## src/rtl/font_pkg.sv

```systemverilog
// Character-generator constants and the printable 4x8 font table.
// Each glyph packs row y into nibble y, LSB = leftmost pixel.
package font_pkg;

    localparam int GLYPH_W = 4;
    localparam int GLYPH_H = 8;

    typedef logic [GLYPH_W*GLYPH_H-1:0] glyph_t;

    localparam logic [7:0] CH_SPACE   = 8'h20;
    localparam logic [7:0] CH_TILDE   = 8'h7E;
    localparam logic [7:0] CH_CHECKER = 8'hFE;
    localparam logic [7:0] CH_SOLID   = 8'hFF;

    localparam glyph_t GLYPH_BLANK       = 32'h00000000;
    localparam glyph_t GLYPH_REPLACEMENT = 32'h0F99999F;
    localparam glyph_t GLYPH_CHECKER     = 32'hA5A5A5A5;
    localparam glyph_t GLYPH_SOLID       = 32'hFFFFFFFF;

    // Indexed by code - 0x20; column 3 is kept clear as spacing.
    localparam glyph_t FONT [0:94] = '{
        GLYPH_BLANK,  32'h02022222, 32'h00000055, 32'h00575750,
        32'h02342162, 32'h05112445, 32'h06552552, 32'h00000022,
        32'h04222224, 32'h01222221, 32'h00527250, 32'h00227220,
        32'h12200000, 32'h00007000, 32'h02000000, 32'h01122244,
        32'h02555552, 32'h07222232, 32'h07112443, 32'h03442443,
        32'h04447555, 32'h03443117, 32'h02553116, 32'h02222447,
        32'h02552552, 32'h03446552, 32'h00200200, 32'h01220020,
        32'h00421240, 32'h00070700, 32'h00124210, 32'h02022443,
        32'h06177752, 32'h05557552, 32'h03553553, 32'h06111116,
        32'h03555553, 32'h07113117, 32'h01113117, 32'h06555116,
        32'h05557555, 32'h07222227, 32'h02544444, 32'h05531355,
        32'h07111111, 32'h05555775, 32'h05577755, 32'h02555552,
        32'h01113553, 32'h06755552, 32'h05533553, 32'h03442116,
        32'h02222227, 32'h07555555, 32'h02555555, 32'h05775555,
        32'h05552555, 32'h02222555, 32'h07112447, 32'h06222226,
        32'h04422211, 32'h03222223, 32'h00000052, 32'h07000000,
        32'h00000021, 32'h06564300, 32'h03555311, 32'h06111600,
        32'h06555644, 32'h06175200, 32'h02227224, 32'h34655600,
        32'h05555311, 32'h07222302, 32'h25444404, 32'h05313511,
        32'h07222223, 32'h05577500, 32'h05555300, 32'h02555200,
        32'h11355300, 32'h44655600, 32'h01113500, 32'h03421600,
        32'h04222722, 32'h06555500, 32'h02555500, 32'h05775500,
        32'h05525500, 32'h34655500, 32'h07124700, 32'h04221224,
        32'h02222222, 32'h01224221, 32'h00006300
    };

endpackage

```

## src/rtl/font_glyph_lut.sv

```systemverilog
// Combinational code-to-glyph lookup; every code maps to a defined glyph.
module font_glyph_lut
    import font_pkg::*;
(
    input  logic [7:0] i_ch,
    output glyph_t     o_glyph
);

    logic [6:0] w_idx;
    logic       w_printable;

    assign w_idx       = i_ch[6:0] - 7'h20;
    assign w_printable = (i_ch >= CH_SPACE) && (i_ch <= CH_TILDE);

    always_comb begin
        o_glyph = GLYPH_REPLACEMENT;
        unique case (1'b1)
            (i_ch == CH_SOLID):   o_glyph = GLYPH_SOLID;
            (i_ch == CH_CHECKER): o_glyph = GLYPH_CHECKER;
            w_printable:          o_glyph = FONT[w_idx];
            default:              o_glyph = GLYPH_REPLACEMENT;
        endcase
    end

endmodule

```

## src/rtl/font_rom.sv

```systemverilog
// Character-generator ROM: glyph lookup behind one registered stage.
// Reset blanks the output asynchronously.
module font_rom
    import font_pkg::*;
#(
    parameter int GLYPH_W = 4,
    parameter int GLYPH_H = 8
) (
    input  logic                       clk,
    input  logic                       rst,
    input  logic [7:0]                 ch,
    output logic [GLYPH_W*GLYPH_H-1:0] gfx
);

    glyph_t w_glyph;
    glyph_t r_gfx;

    font_glyph_lut u_lut (
        .i_ch    (ch),
        .o_glyph (w_glyph)
    );

    always_ff @(posedge clk or posedge rst) begin
        if (rst) begin
            r_gfx <= GLYPH_BLANK;
        end else begin
            r_gfx <= w_glyph;
        end
    end

    assign gfx = r_gfx;

endmodule

```

## config.mk

```make
export PLATFORM = sky130hd
export DESIGN_NAME = font_rom
export DESIGN_NICKNAME = d
export VERILOG_FILES = /design/src/rtl/font_pkg.sv /design/src/rtl/font_glyph_lut.sv /design/src/rtl/font_rom.sv
export SDC_FILE = /design/constraint.sdc
export NUM_CORES = 1
export LEC_CHECK = 0
export ABC_AREA = 1
export BUFFER_PORTS_ARGS = -buffer_cell sky130_fd_sc_hd__buf_2
export CAP_MARGIN = 40
export CELL_PAD_IN_SITES_DETAIL_PLACEMENT = 0
export CELL_PAD_IN_SITES_GLOBAL_PLACEMENT = 1
export CORE_UTILIZATION = 36
export CTS_CLUSTER_SIZE = 16
export DETAILED_ROUTE_END_ITERATION = 8
export PLACE_DENSITY = 0.85
export RECOVER_POWER = 50
export SLEW_MARGIN = 5
export SYNTH_ARGS = -nofsm -noshare
export SYNTH_HDL_FRONTEND = slang
export SYNTH_SLANG_ARGS = --single-unit
```

## constraint.sdc

```tcl
create_clock -name clk -period 1.45 [get_ports clk]
set_input_delay 0 -clock clk [delete_from_list [all_inputs] [get_ports clk]]
set_output_delay 0 -clock clk [all_outputs]
set_load 0.02 [all_outputs]
```

-- Word level (Yosys, flattened, before mapping)
Memories as Yosys holds them, arrays and structs flattened.
Cells that the tools add are included.
- flip-flop bits (word level): 32
- ROM bits: 4096
- word-level logic and storage cells: 13
- memories: 1
- $add $sub $neg: 1
- order comparisons: 3
- equal/unequal tests: 2
- mux-type cells: 3
- bitwise logic cells: 1
- reduce and logical (&&, ||, !) cells: 1
- memories (memory ; depth ; width ; read ports ; clocked after memory_dff ; write ports ; RTL line ; source):
    (no name shown) ; 128 ; 32 ; 1 ; 0 ; 0 ; font_glyph_lut.sv:20 ; w_printable: o_glyph = FONT[w_idx];
- operators by type and width (operator ; count):
    $pmux W32 S3 ; 1
    $mux W32 ; 2
    $eq A8 B8 Y1 const B ; 2
    $ge A8 B6 Y1 const B ; 1
    $ge A8 B8 Y1 const B ; 1
    $le A8 B7 Y1 const B ; 1
    $not A7 Y8 ; 1
    $sub A7 B6 Y7 const B ; 1
    $logic_and A1 B1 Y1 ; 1

-- Logic depth before layout (Yosys ltp)
- word-level depth: 6
- mapped depth: 14
- gate-level depth less buffers: 13

-- By module
A second synthesis with hierarchy kept.
- cells, all modules: 614
- area total of the unflattened synthesis: 3515.9 µm²
- modules (own cells, without submodules) (module ; times used ; cells each ; area an instance (µm²) ; seq. area each (µm²)):
    font_glyph_lut ; 1 ; 581 ; 2711.4 ; 0.0
    font_rom ; 1 ; 33 ; 804.5 ; 800.8

-- Worst setup path after synthesis
OpenSTA, ideal clock, no wires.
- kind: input to register
- from: input port ch[0]
- to: register r_gfx[10] (netlist: gfx[10])
- arrival: 1227 ps
- path slack: 92 ps
- stages on the path: 12
- buffers on the path: 0
- cells stage by stage: inv_1 -> ha_1 -> nor2_1 -> nor2_1 -> nand2_1 -> nand2_1 -> nand2_1 -> inv_1 -> nand2_1 -> nand2_1 -> nand2_1 -> nand2_1
- cells in the longest elaborated chain, start to end: 6
- elaborated cells on any way between the ends: 11
- classes of those cells: add/sub: 1; order compare: 2; eq/ne: 2; mux: 3; bitwise: 1; reduce/logical: 1; memory: 1
- ends and longest elaborated chain (element ; RTL line ; source):
    from (decl) ; font_rom.sv:11 ; input logic [7:0] ch,
    $sub A7 B6 Y7 ; font_glyph_lut.sv:12 ; assign w_idx = i_ch[6:0] - 7'h20;
    $not A7 Y8 (implied by the code) ; font_glyph_lut.sv:20 ;
    $mem_v2 Z128 W32 ; n/a ;
    $mux W32 (implied by the code) (2 in series) ; font_glyph_lut.sv:20 ;
    $pmux W32 S3 * ; font_glyph_lut.sv:17 ; unique case (1'b1)
    net u_lut.o_glyph[10] ; font_glyph_lut.sv:6 ; output glyph_t o_glyph
    to (signal assigned) ; font_rom.sv:27 ; r_gfx <= w_glyph;
    to (decl) ; font_rom.sv:16 ; glyph_t r_gfx;
The timed path passes the listed nets; every way through them passes the cells marked *. The select of a mux whose other input is x is not followed.

-- Worst setup path after layout
- from: input port ch[0]
- to: register r_gfx[25] (netlist: gfx[25])
The elaborated chain is that of the path after synthesis.

==> results.json <==
{
  "hp-class": "primary input to register",
  "root_buffer": "clkbuf_8",
  "pwr-share-comb_pct": 56.2,
  "postSynthCellCount": 645,
  "post_drt_via_cell_ratio": 5.57,
  "placedCellCount": 908,
  "synth_top_area_cell": "nand2_1",
  "antenna_found_initial": 0,
  "finalSetupViolCount": 0,
  "rows": 35,
  "numPortBuffers": 41,
  "num_io_pins": 42,
  "hpwlAfterDp_um": 14700,
  "arrival_ns": 1.67,
  "outcome": "finished, final reports clean",
  "gr-total-overflow": 0,
  "track_usage_pct": 37.2,
  "diodes": 0,
  "synth_compound_area_share_pct": 12.4,
  "gp_congestion": 1.01,
  "switchingPower_w": 0.00133,
  "grt_pass1_vias": 4686,
  "nets": 810,
  "cts_buffer_depth": 2,
  "vdd_ir_drop_max_mv": 0.415,
  "p_clk_share_pct": 15.4,
  "rsz0062_at_grt": "no",
  "die_w_um": 100,
  "cts_tree": "done",
  "start_util_pct": 37.4,
  "period_needed_ns": 1.44,
  "area_growth_syn_to_layout_pct": 37.5,
  "synth_seq_cells": 27,
  "slew_violations": 0,
  "wirelength_um": 18100,
  "wl_per_cell_um": 19.9,
  "min_period_over_period_pct": 99.5,
  "cp_max_fo": 7,
  "max_slew_margin_pct": 56.2,
  "power_switching_share_pct": 45.3,
  "cts_buffers": 3,
  "worstPathRequired_ns": 1.67,
  "placeableCoreArea_sq_mm": 0.00928,
  "syn_area_per_cell_sq_um": 5.38,
  "synthXorXnorAreaFrac_pct": 0,
  "syn-cell-area_sq_mm": 0.00347,
  "vias": 5082,
  "finalSetupTns_ns": 0,
  "ys_seq_area_share_pct": 19.5,
  "seq_power_share_pct": 28.4,
  "cts_sinks": 27,
  "first_iter_violations": 488,
  "fin_cells": 913,
  "first_pass_iters": 7,
  "drtAntennaViolNets": 0,
  "yosys_warnings": 0,
  "synth_top_family_by_area": "simple AND/OR/NAND/NOR gates",
  "intPower_w": 0.00160,
  "drc": 0,
  "path_class": "primary input to register",
  "largest_reg_flops": 27,
  "synth_adder_area_share_pct": 5.41,
  "cts_setup_buffers": 0,
  "synth_nets": 670,
  "cap_violations": 0,
  "synthSimpleGateAreaFrac_pct": 51.7,
  "htree_levels": 1,
  "worst_pin_slew_ns": 0.657,
  "p_per_area_mw_per_mm2": 613,
  "die-area_sq_mm": 0.0100,
  "drive_gt1_share_pct": 23.6,
  "die_h_um": 100,
  "grt_start_max_net_pins": 28,
  "synthTopCellsByArea": "nand2_1 (30%), dfrtp_1 (19%), nand3_1 (12%)",
  "endpoint_kind": "register",
  "p_leak_nw": 2.69,
  "clk_transition_reported_paths_ns": 0.10,
  "ys_types": 32,
  "report.power.total_w": 0.00293,
  "yosysTopAreaCellShare_pct": 29.5,
  "synth_mux_area_share_pct": 0,
  "start_kind": "primary input",
  "hold_violations": 0,
  "grt_pass1_wl_um": 27300,
  "fmaxAchievable_ghz": 0.693
}
[synth_stat cells (all sizes together)]
cell,n
a21oi,28
o21ai,41
nand2,275
o21bai,1
inv,49
o22ai,1
nand3,84
dfrtp,27
nor3,3
o221ai,1
ha,15
a211oi,1
nor2,72
a31oi,2
clkinv,1
nand4,3
o211ai,4
buf,29
or2,1
clkbuf,7
[through the flow]
| step | util [%] | area, sq um | hold WS (ns) | setup WS, ns |
|---|---|---|---|---|
| floorplan | - | 3470 | 0.0527 | 0.0918 |
| global placement | 50.7 | 4710 | 0.0671 | -0.322 |
| detailed placement | 50.7 | 4710 | 0.0797 | -0.268 |
| CTS | 51.4 | 4770 | 0.189 | 0.0120 |
| global route | 51.4 | 4780 | 0.210 | 0.00129 |
| finish | 51.4 | 4780 | 0.206 | 0.00685 |
[cells in the final DEF (no fill, tap or decap), types with 2 or more instances in the layout]
master,count
buf_2,26
a21oi_1,26
clkbuf_8,3
nand2_2,7
nor2_1,66
o211ai_1,4
buf_12,8
ha_1,14
nand2_1,268
nor3_1,3
dfrtp_1,27
inv_1,42
o21ai_1,3
a31oi_1,2
buf_4,120
clkbuf_1,15
o21ai_0,37
nand3_1,83
inv_2,7
nand4_1,3
nor2_2,5
[worst max-delay path: stages]
cell and delay [ns]:
buf_2 0.13, buf_12 0.13, ha_1 0.26, nand2_1 0.23, nand2_2 0.20, nor2_1 0.05
o21ai_0 0.34, nand2_1 0.11, nor2_1 0.10, nand2_1 0.06, nand2_1 0.06
[power groups by stage]
| stage | sequential, W | clock (W) | combinational, W |
|---|---|---|---|
| finish | 0.000832 | 0.000450 | 0.00165 |
| global route | 0.000837 | 0.000476 | 0.00177 |
| CTS | 0.000830 | 0.000452 | 0.00161 |
| detailed placement | 0.000845 | 0 | 0.00160 |
| global placement | 0.000844 | 0 | 0.00161 |
| floorplan | 0.000931 | 0 | 0.000781 |
[final timing paths]
check	slack (ns)	cells after the start	start	end
worst max-delay path	0.007	11	ch[0]	gfx[25]
worst min-delay path	0.21	4	ch[7]	gfx[23]
max in group asynchronous	0.60	4	rst	gfx[26]
min in group asynchronous	0.43	4	rst	gfx[29]
[per-layer routing]
metal	vias to the layer above	track usage [%]	share of wire, %
li1	2331	-	-
met5	-	0	0
met4	0	14.3	4.1
met2	348	57.2	44
met1	2358	51.8	42
met3	45	6.41	11
[cell families (layout without fill, tap and decap cells)]
group,after synthesis,after routing
buffers and inverters,86,225
and+or+nand+nor,438,438
adders and majority gates,15,15
DFF,27,27
AOI/OAI and AO/OA,79,79
[layout make-up]
class	instances	area (sq um)
clock inverters	1	7.51
repair buffers	171	1260
flip-flops and latches	27	676
multi-input cells	532	2440
inverters	50	188
well taps	129	161
clock buffers	3	41.3
fillers	1050	4510
[repair_timing]
action                                 4_1_cts  5_1_grt
setup endpoints to repair                    0       14
hold buffers                                 1        0
endpoints found under the hold margin       27        0
gates resized for setup                      0       12
Note: power is estimated with default switching activity, not from simulation.
